File: src/rtl/uart_tx_feeder.sv
// uart_tx_feeder: byte FIFO plus pacing stage in front of a UART transmitter
// that has no ready output and restarts on every enable. Bytes are queued at
// any rate and released one per FRAME_CYCLES as a one-cycle enable pulse.
//
// Optional build macro UART_TX_FEEDER_LEVEL_EN adds two outputs:
//   fifo_level [DEPTH_LOG2:0] : registered write-minus-read pointer difference
//   tx_count   [15:0]         : count of enable pulses issued, wraps at 65535
module uart_tx_feeder #(
  parameter int CLOCK_FREQ = 50_000_000,
  parameter int UART_BAUD  = 115200,
  parameter int GAP_BITS   = 1,
  parameter int DEPTH_LOG2 = 4
) (
  input  logic                  clk_in,
  input  logic                  rst_in,
  input  logic [7:0]            wr_data,
  input  logic                  wr_en,
  output logic                  fifo_full,
  output logic                  fifo_empty,
  output logic                  overflow,
  output logic                  busy,
  output logic [7:0]            uart_tx_data,
  output logic                  uart_tx_enable
`ifdef UART_TX_FEEDER_LEVEL_EN
  ,
  output logic [DEPTH_LOG2:0]   fifo_level,
  output logic [15:0]           tx_count
`endif
);

  // Clocks per line bit and enable-to-enable spacing (FRAME_CYCLES must be >= 4).
  localparam int BIT_CYCLES   = CLOCK_FREQ / UART_BAUD + 1;
  localparam int FRAME_CYCLES = BIT_CYCLES * (11 + GAP_BITS);
  localparam int DEPTH        = 1 << DEPTH_LOG2;
  localparam int PTR_W        = DEPTH_LOG2 + 1;

  // Pulse is issued on the edge leaving PULSE; the next pulse needs one WAIT
  // expiry edge, one IDLE pop edge and one PULSE edge, so WAIT counts F-3 down.
  localparam logic [31:0] TIMER_LOAD = 32'(FRAME_CYCLES - 3);

  typedef enum logic [1:0] {
    S_IDLE  = 2'd0,
    S_PULSE = 2'd1,
    S_WAIT  = 2'd2
  } state_t;

  state_t             state_q;
  logic [31:0]        timer_q;
  logic [7:0]         tx_data_q;
  logic               tx_enable_q;

  logic [7:0]         mem_q [DEPTH];
  logic [PTR_W-1:0]   wr_ptr_q;
  logic [PTR_W-1:0]   rd_ptr_q;
  logic [PTR_W-1:0]   wr_ptr_d;
  logic [PTR_W-1:0]   rd_ptr_d;
  logic               full_q;
  logic               empty_q;
  logic               full_d;
  logic               empty_d;
  logic               overflow_q;

  logic               wr_accept;
  logic               pop;

  // A write is taken only when not full; a pop never frees space for a
  // write in the same cycle, so a write while full is always dropped.
  assign wr_accept = wr_en & ~full_q;
  assign pop       = (state_q == S_IDLE) & ~empty_q;

  // Next pointer values and the flags derived from them.
  always_comb begin
    wr_ptr_d = wr_ptr_q;
    rd_ptr_d = rd_ptr_q;
    if (wr_accept) begin
      wr_ptr_d = wr_ptr_q + PTR_W'(1);
    end
    if (pop) begin
      rd_ptr_d = rd_ptr_q + PTR_W'(1);
    end
    empty_d = (wr_ptr_d == rd_ptr_d);
    full_d  = (wr_ptr_d[PTR_W-1] != rd_ptr_d[PTR_W-1]) &&
              (wr_ptr_d[DEPTH_LOG2-1:0] == rd_ptr_d[DEPTH_LOG2-1:0]);
  end

  // FIFO storage: plain array, no reset, so it can map onto block RAM.
  always_ff @(posedge clk_in) begin
    if (wr_accept) begin
      mem_q[wr_ptr_q[DEPTH_LOG2-1:0]] <= wr_data;
    end
  end

  // Pointers, registered full/empty flags and the sticky overflow flag.
  always_ff @(posedge clk_in or posedge rst_in) begin
    if (rst_in) begin
      wr_ptr_q   <= '0;
      rd_ptr_q   <= '0;
      full_q     <= 1'b0;
      empty_q    <= 1'b1;
      overflow_q <= 1'b0;
    end else begin
      wr_ptr_q <= wr_ptr_d;
      rd_ptr_q <= rd_ptr_d;
      full_q   <= full_d;
      empty_q  <= empty_d;
      if (wr_en && full_q) begin
        overflow_q <= 1'b1;
      end
    end
  end

  // Pacing FSM: pop in IDLE, one-cycle enable from PULSE, count down in WAIT.
  always_ff @(posedge clk_in or posedge rst_in) begin
    if (rst_in) begin
      state_q     <= S_IDLE;
      timer_q     <= '0;
      tx_data_q   <= 8'h00;
      tx_enable_q <= 1'b0;
    end else begin
      case (state_q)
        S_IDLE: begin
          tx_enable_q <= 1'b0;
          timer_q     <= '0;
          if (!empty_q) begin
            tx_data_q <= mem_q[rd_ptr_q[DEPTH_LOG2-1:0]];
            state_q   <= S_PULSE;
          end
        end
        S_PULSE: begin
          tx_enable_q <= 1'b1;
          timer_q     <= TIMER_LOAD;
          state_q     <= S_WAIT;
        end
        S_WAIT: begin
          tx_enable_q <= 1'b0;
          if (timer_q == 32'd0) begin
            state_q <= S_IDLE;
          end else begin
            timer_q <= timer_q - 32'd1;
          end
        end
        default: begin
          tx_enable_q <= 1'b0;
          timer_q     <= '0;
          state_q     <= S_IDLE;
        end
      endcase
    end
  end

  assign fifo_full      = full_q;
  assign fifo_empty     = empty_q;
  assign overflow       = overflow_q;
  assign uart_tx_data   = tx_data_q;
  assign uart_tx_enable = tx_enable_q;
  assign busy           = (state_q != S_IDLE) | ~empty_q;

`ifdef UART_TX_FEEDER_LEVEL_EN
  logic [PTR_W-1:0] level_q;
  logic [15:0]      tx_count_q;

  // Occupancy tracks the post-edge pointers; the counter steps with each pulse.
  always_ff @(posedge clk_in or posedge rst_in) begin
    if (rst_in) begin
      level_q    <= '0;
      tx_count_q <= 16'd0;
    end else begin
      level_q <= wr_ptr_d - rd_ptr_d;
      if (state_q == S_PULSE) begin
        tx_count_q <= tx_count_q + 16'd1;
      end
    end
  end

  assign fifo_level = level_q;
  assign tx_count   = tx_count_q;
`endif

endmodule

File: config.mk
export PLATFORM = sky130hd
export DESIGN_NAME = uart_tx_feeder
export DESIGN_NICKNAME = d
export VERILOG_FILES = /design/src/rtl/uart_tx_feeder.sv
export SDC_FILE = /design/constraint.sdc
export NUM_CORES = 1
export LEC_CHECK = 0
export BUFFER_PORTS_ARGS = -buffer_cell sky130_fd_sc_hd__buf_4
export CAP_MARGIN = 20
export CORE_ASPECT_RATIO = 0.9
export CORE_MARGIN = 10
export CORE_UTILIZATION = 55
export DETAILED_ROUTE_END_ITERATION = 16
export PLACE_DENSITY = 0.75
export SYNTH_ARGS = -nofsm -noshare
export SYNTH_HDL_FRONTEND = slang
export SYNTH_SLANG_ARGS = --single-unit
File: constraint.sdc
create_clock -name clk_in -period 2 [get_ports clk_in]
set_input_delay 0.3 -clock clk_in [delete_from_list [all_inputs] [get_ports clk_in]]
set_output_delay 0.3 -clock clk_in [all_outputs]
set_load 0.005 [all_outputs]
# Word-level counts from Yosys, hierarchy flattened
# Memory sizes are Yosys's and may differ from the RTL's. A register that Yosys moved wholly into a read port is not among the register bits.
# Index checks and enable logic that the tools add are counted.
[word_totals]
ff_bits = 48
ram_bits = 128
out_inout_bits = 13
n_memories = 1
[memory_table]
columns = ["memory", "words", "width", "read_ports", "rd_clocked_by_memory_dff", "wr", "line_no", "source"]
rows = [
  ["mem_q", 16, 8, 1, 1, 1, "52", "logic [7:0] mem_q [DEPTH];"],
]
[op_classes]
addsub = 3
n_eq_ne = 8
n_mux = 10
bitwise = 5
reduce_logical = 7
[ops]
columns = ["cell", "n"]
rows = [
  ["$pmux W32 S2", 1],
  ["$logic_not A32 Y1", 1],
  ["$mux W32", 1],
  ["$sub A32 B1 Y32 const B", 1],
  ["$add A5 B1 Y5 const B", 2],
  ["$mux W5", 2],
  ["$ne A2 B2 Y1 const B", 3],
  ["$pmux W2 S3", 1],
  ["$eq A5 B5 Y1", 1],
  ["$eq A4 B4 Y1", 1],
  ["$mux W2", 2],
  ["$reduce_and A2 Y1", 2],
  ["$mux W1", 3],
  ["$and A1 B1 Y1", 2],
  ["$eq A2 B1 Y1 const B", 1],
  ["$eq A2 B2 Y1 const B", 1],
  ["$logic_and A1 B1 Y1", 2],
  ["$logic_not A2 Y1", 1],
  ["$not A1 Y1", 2],
  ["$reduce_bool A2 Y1", 1],
  ["$ne A1 B1 Y1", 1],
  ["$or A1 B1 Y1", 1],
]

# Depth between registers and ports, before layout
[depth]
ltp_word = 5
ltp_mapped = 8

# Worst setup path after synthesis
# Ideal clock, no wire load.
[synth_timing]
kind = "reg-to-reg"
from = "register timer_q[0]"
to = "register state_q[0]"
setup_time_ns = 0.125
t_arrival_ns = 2.058
required_time_ns = 1.875
slack_ns = -0.183
path_stages_with_launch = 8
path_cell_list = "dfrtp_1 inv_1 ha_1 nor4b_1 and2_1 nand4_2 a22o_1 mux2_4"
[synth_via]
elab_chain_len = 3
[synth_lines]
columns = ["element", "line_no", "source"]
rows = [
  ["from (decl)", "48", "logic [31:0] timer_q;"],
  ["from (signal assigned)", "139", "timer_q <= timer_q - 32'd1;"],
  ["$logic_not A32 Y1", "136", "if (timer_q == 32'd0) begin"],
  ["$ne A2 B2 Y1 (no source line)", "n/a", ""],
  ["$reduce_and A2 Y1 (no source line)", "n/a", ""],
  ["to (signal assigned)", "132", "state_q <= S_WAIT;"],
  ["to (signal assigned)", "137", "state_q <= S_IDLE;"],
  ["to (signal assigned)", "145", "state_q <= S_IDLE;"],
  ["to (decl)", "47", "state_t state_q;"],
]
# Every way passes these cells.
# A chain may end at the register's enable or synchronous reset.

# Worst setup path in the final report
[layout_timing]
from = "register timer_q[13]"
to = "register timer_q[20]"
[layout_via]
elab_chain_len = 3
[layout_lines]
columns = ["element", "line_no", "source"]
rows = [
  ["$sub A32 B1 Y32", "139", ""],
  ["$mux W32", "136", ""],
  ["$pmux W32 S2", "120", "case (state_q)"],
]
# Parallel ways exist; a longest one is shown, timed or not. The select of a mux whose other input is x is not followed.

==> flow_summary_export.csv <==
group,metric,value,unit
status,status,"complete, but fails checks",
status,violations,"negative setup slack",
placed_design,dp.cells,742,
sta,timing.slew.headroom,59.1,%
global_route,first_global_vias,4745,
sta,slew_viol_final,0,
global_route,antenna_found_initial,0,
clock_network,cts_root_buffer,"clkbuf_16",
layout,final_core_util,69.0,%
placed_design,dp_hpwl,10600,µm
sta,finalHoldViolations,0,
die,row_count,41,
clock_network,cts_made_buffers,17,
hold_path,hp-start,"wr_en",
global_route,grt_use_total,17.2,%
logic_synthesis,syn_area_per_cell,16.2,µm²
power,combPwrFrac,10.9,%
logic_synthesis,yosysSeqAreaShare,67.7,%
logic_synthesis,syn-instance-count,479,
drt,routed_wl,16400,µm
power,p_int,6.55,mW
layout,nNetsFinal,599,
global_route,grt_overflow,0,
critical_path,crit_chain,"or4_4, nor4_4, nand4_2, buf_6, nand3_4, clkbuf_16, nor2_2",
sta,layout_setup_ws,-0.158,ns
placed_design,place_ws,-0.199,ns
layout,synthToLayoutAreaGrowth,23.7,%
power,seqPwrFrac,51.7,%
power,cellLeakagePower,3.63,nW
clock_network,clk_path_buf_depth,2,
placed_design,portBuffers,23,
die,die-area,19300,µm²
sta,fmax,463,MHz
layout,fin_cells,784,
drt,drtIter0Drc,336,
power,swShare,25.9,%
critical_path,crit-reg2reg-launch,"timer_q[13]",
critical_path,cp_max_fo,6,
logic_synthesis,synthFlopType,"edfxtp_1",
drt,wl_per_cell,20.9,µm
die,pin_count,24,
critical_path,critical-path-max-stage-delay,0.56,ns
clock_network,clk_pin_slew,0.07,ns
drt,first_pass_iters,4,
die,initial_utilization,55.8,%
critical_path,arrival,2.48,ns
clock_network,clkSinkCount,184,
logic_synthesis,ys_seq_elements,184,
logic_synthesis,synth_edf_count,128,
critical_path,cp-startpoint,"timer_q[13]",
drt,vias,4515,
sta,clock-skew-final,0.0101,ns
die,core,13900,µm²
power,peakVddDrop,0.000838,V
power,netSwitchingPower,2.28,mW
clock_network,clkLatencyLatePin,0.43,ns
power,p_total,8.83,mW
critical_path,endpoint_kind,"flop",
power,clockPowerShare,37.4,%
power,power_density,921,nW/µm²
global_route,grt_pass1_wl,26000,µm
drt,drc,0,
layout,insertedDiodeCount,0,
logic_synthesis,syn_area,7750,µm²
critical_path,r2r_slack,-0.16,ns
sta,setup_viol,33,
logic_synthesis,yosysUniqueCellTypes,49,
logic_synthesis,async_flop_share,30.4,%
die,fp.dieH,133,µm
layout,drive_gt1_share,37.9,%
placed_design,gp_congestion,0.840,
global_route,grt_max_degree,41,
sta,fin_crit,2.16,ns
logic_synthesis,yosysWarnings,0,
die,die_w,145,µm
drt,vias_per_cell,5.76,
critical_path,crit_slowest_cell,"or4_4",
sta,rsz0062_at_grt,"yes",
logic_synthesis,synth.net_count,500,
clock_network,tritoncts,"done",
run,drv_cap,0,
drt,ant_nets,0,
sta,final.period_utilization,108,%
clock_network,htree_num_levels,4,
hold_path,hold_class,"in2reg",
critical_path,crit_path_start_kind,"flop",
critical_path,worstSetupPathType,"reg2reg",
critical_path,required,2.32,ns
sta,worst_pin_slew,0.608,ns
==> synthesized netlist by cell type (all sizes together) (3+ instances only) <==
master	n	area (µm²)
or3	3	18.8
inv	14	52.6
nand4b	3	26.3
a221o	8	80.1
edfxtp	128	3840
mux2	11	131
nor2	41	154
clkbuf	12	45.0
nand2	11	41.3
nand2b	4	25.0
nand3	10	50.1
a21oi	8	40.0
dfrtp	55	1380
ha	10	125
mux4	32	721
xor2	22	193
and2	16	100
nor4	3	33.8
buf	8	40.0
nand3b	9	67.6
nor3	14	75.1
nand4	4	31.3
or4	4	33.8
nor3b	5	37.5
mux2i	11	110
xnor2	12	105
==> worst paths after layout <==
| path | end | depth (start not counted) |
|---|---|---|
| max | timer_q[20] | 7 |
| min | overflow | 2 |
| max reg2reg | timer_q[20] | 7 |
| min reg2reg | overflow | 1 |
| max in group asynchronous | rd_ptr_q[0] | 4 |
| min in group asynchronous | uart_tx_data[4] | 3 |
==> sequential cells by signal (all words and copies together) (netlist names) <==
signal,count
fifo_empty,1
state_q,2
timer_q,32
uart_tx_enable,1
uart_tx_data,8
wr_ptr_q,5
overflow,1
fifo_full,1
rd_ptr_q,5
mem_q,128
==> power by group through the flow <==
stage | registers (mW) | clock network [mW] | logic [mW]
after detailed placement | 4.64 | 0 | 0.936
final | 4.57 | 3.30 | 0.963
after global placement | 4.62 | 0 | 0.908
after global routing | 4.60 | 3.50 | 1.05
after CTS | 4.56 | 3.35 | 0.954
after floorplan | 4.60 | 0 | 0.554
==> layout make-up <==
class,instances,area [µm²]
clock buffers,17,425
clock inverters,15,173
fillers,849,4310
inverters,14,52.6
multi-input cells,261,2580
flip-flops and latches,184,5250
well taps,193,241
repair buffers,100,867
==> placed cells by master (no fill, tap or decap), types with 10 or more instances in the layout <==
cell type and instances:
buf_4 85, edfxtp_1 128, clkbuf_16 18, xor2_1 21, nand2_1 11, nor3_1 13
nor2_4 10, nor2_1 20, and2_1 15, xnor2_1 11, dfrtp_1 53, nor2_2 11
inv_1 11, mux2i_1 10, mux4_2 32
==> per-layer routing <==
layer	routed length (µm)	vias to the layer above	global-route usage (%)
li1	-	2026	-
met1	6930	2339	22.1
met2	8280	130	28.2
met3	953	20	4.57
met4	229	0	5.22
met5	0	-	0
==> stage by stage <==
stage               setup TNS [ns]  hold WS, ns  instance area, µm²
detailed placement           -2.77        0.320                8660
CTS                          -1.43       0.0997                9290
finish                       -4.01        0.121                9590
floorplan                   -0.176        0.399                7780
global placement             -1.14        0.320                8660
global route                 -5.82        0.109                9590
==> worst max-delay path, delay by kind of cell (launching register included) <==
| family | cells | cell delay, ns |
|---|---|---|
| flops | 1 | 0.39 |
| buf+inv | 2 | 0.38 |
| simple gates | 5 | 1.28 |
==> repair_timing <==
| action | 4_1_cts | 5_1_grt |
|---|---|---|
| setup buffers | 0 | 7 |
| hold endpoints to repair | 15 | 0 |
| endpoints found under the setup margin | 34 | 44 |
| gates cloned | 0 | 2 |
| pin swaps | 3 | 21 |
| resized for setup | 8 | 58 |
| hold buffers | 1 | 0 |
==> kinds of logic after synthesis <==
group                    after synthesis  synth area share (%)
AO/OA/AOI/OAI                         30                  2.95
buffers and inverters                 34                  1.78
AND/OR/NAND/NOR                      132                  9.44
XOR/XNOR                              35                  4.13
adder cells (fa/ha/maj)               10                  1.61
flip-flops                           184                  67.7
multiplexers                          54                  12.4
(Power assumes the default switching activity.)
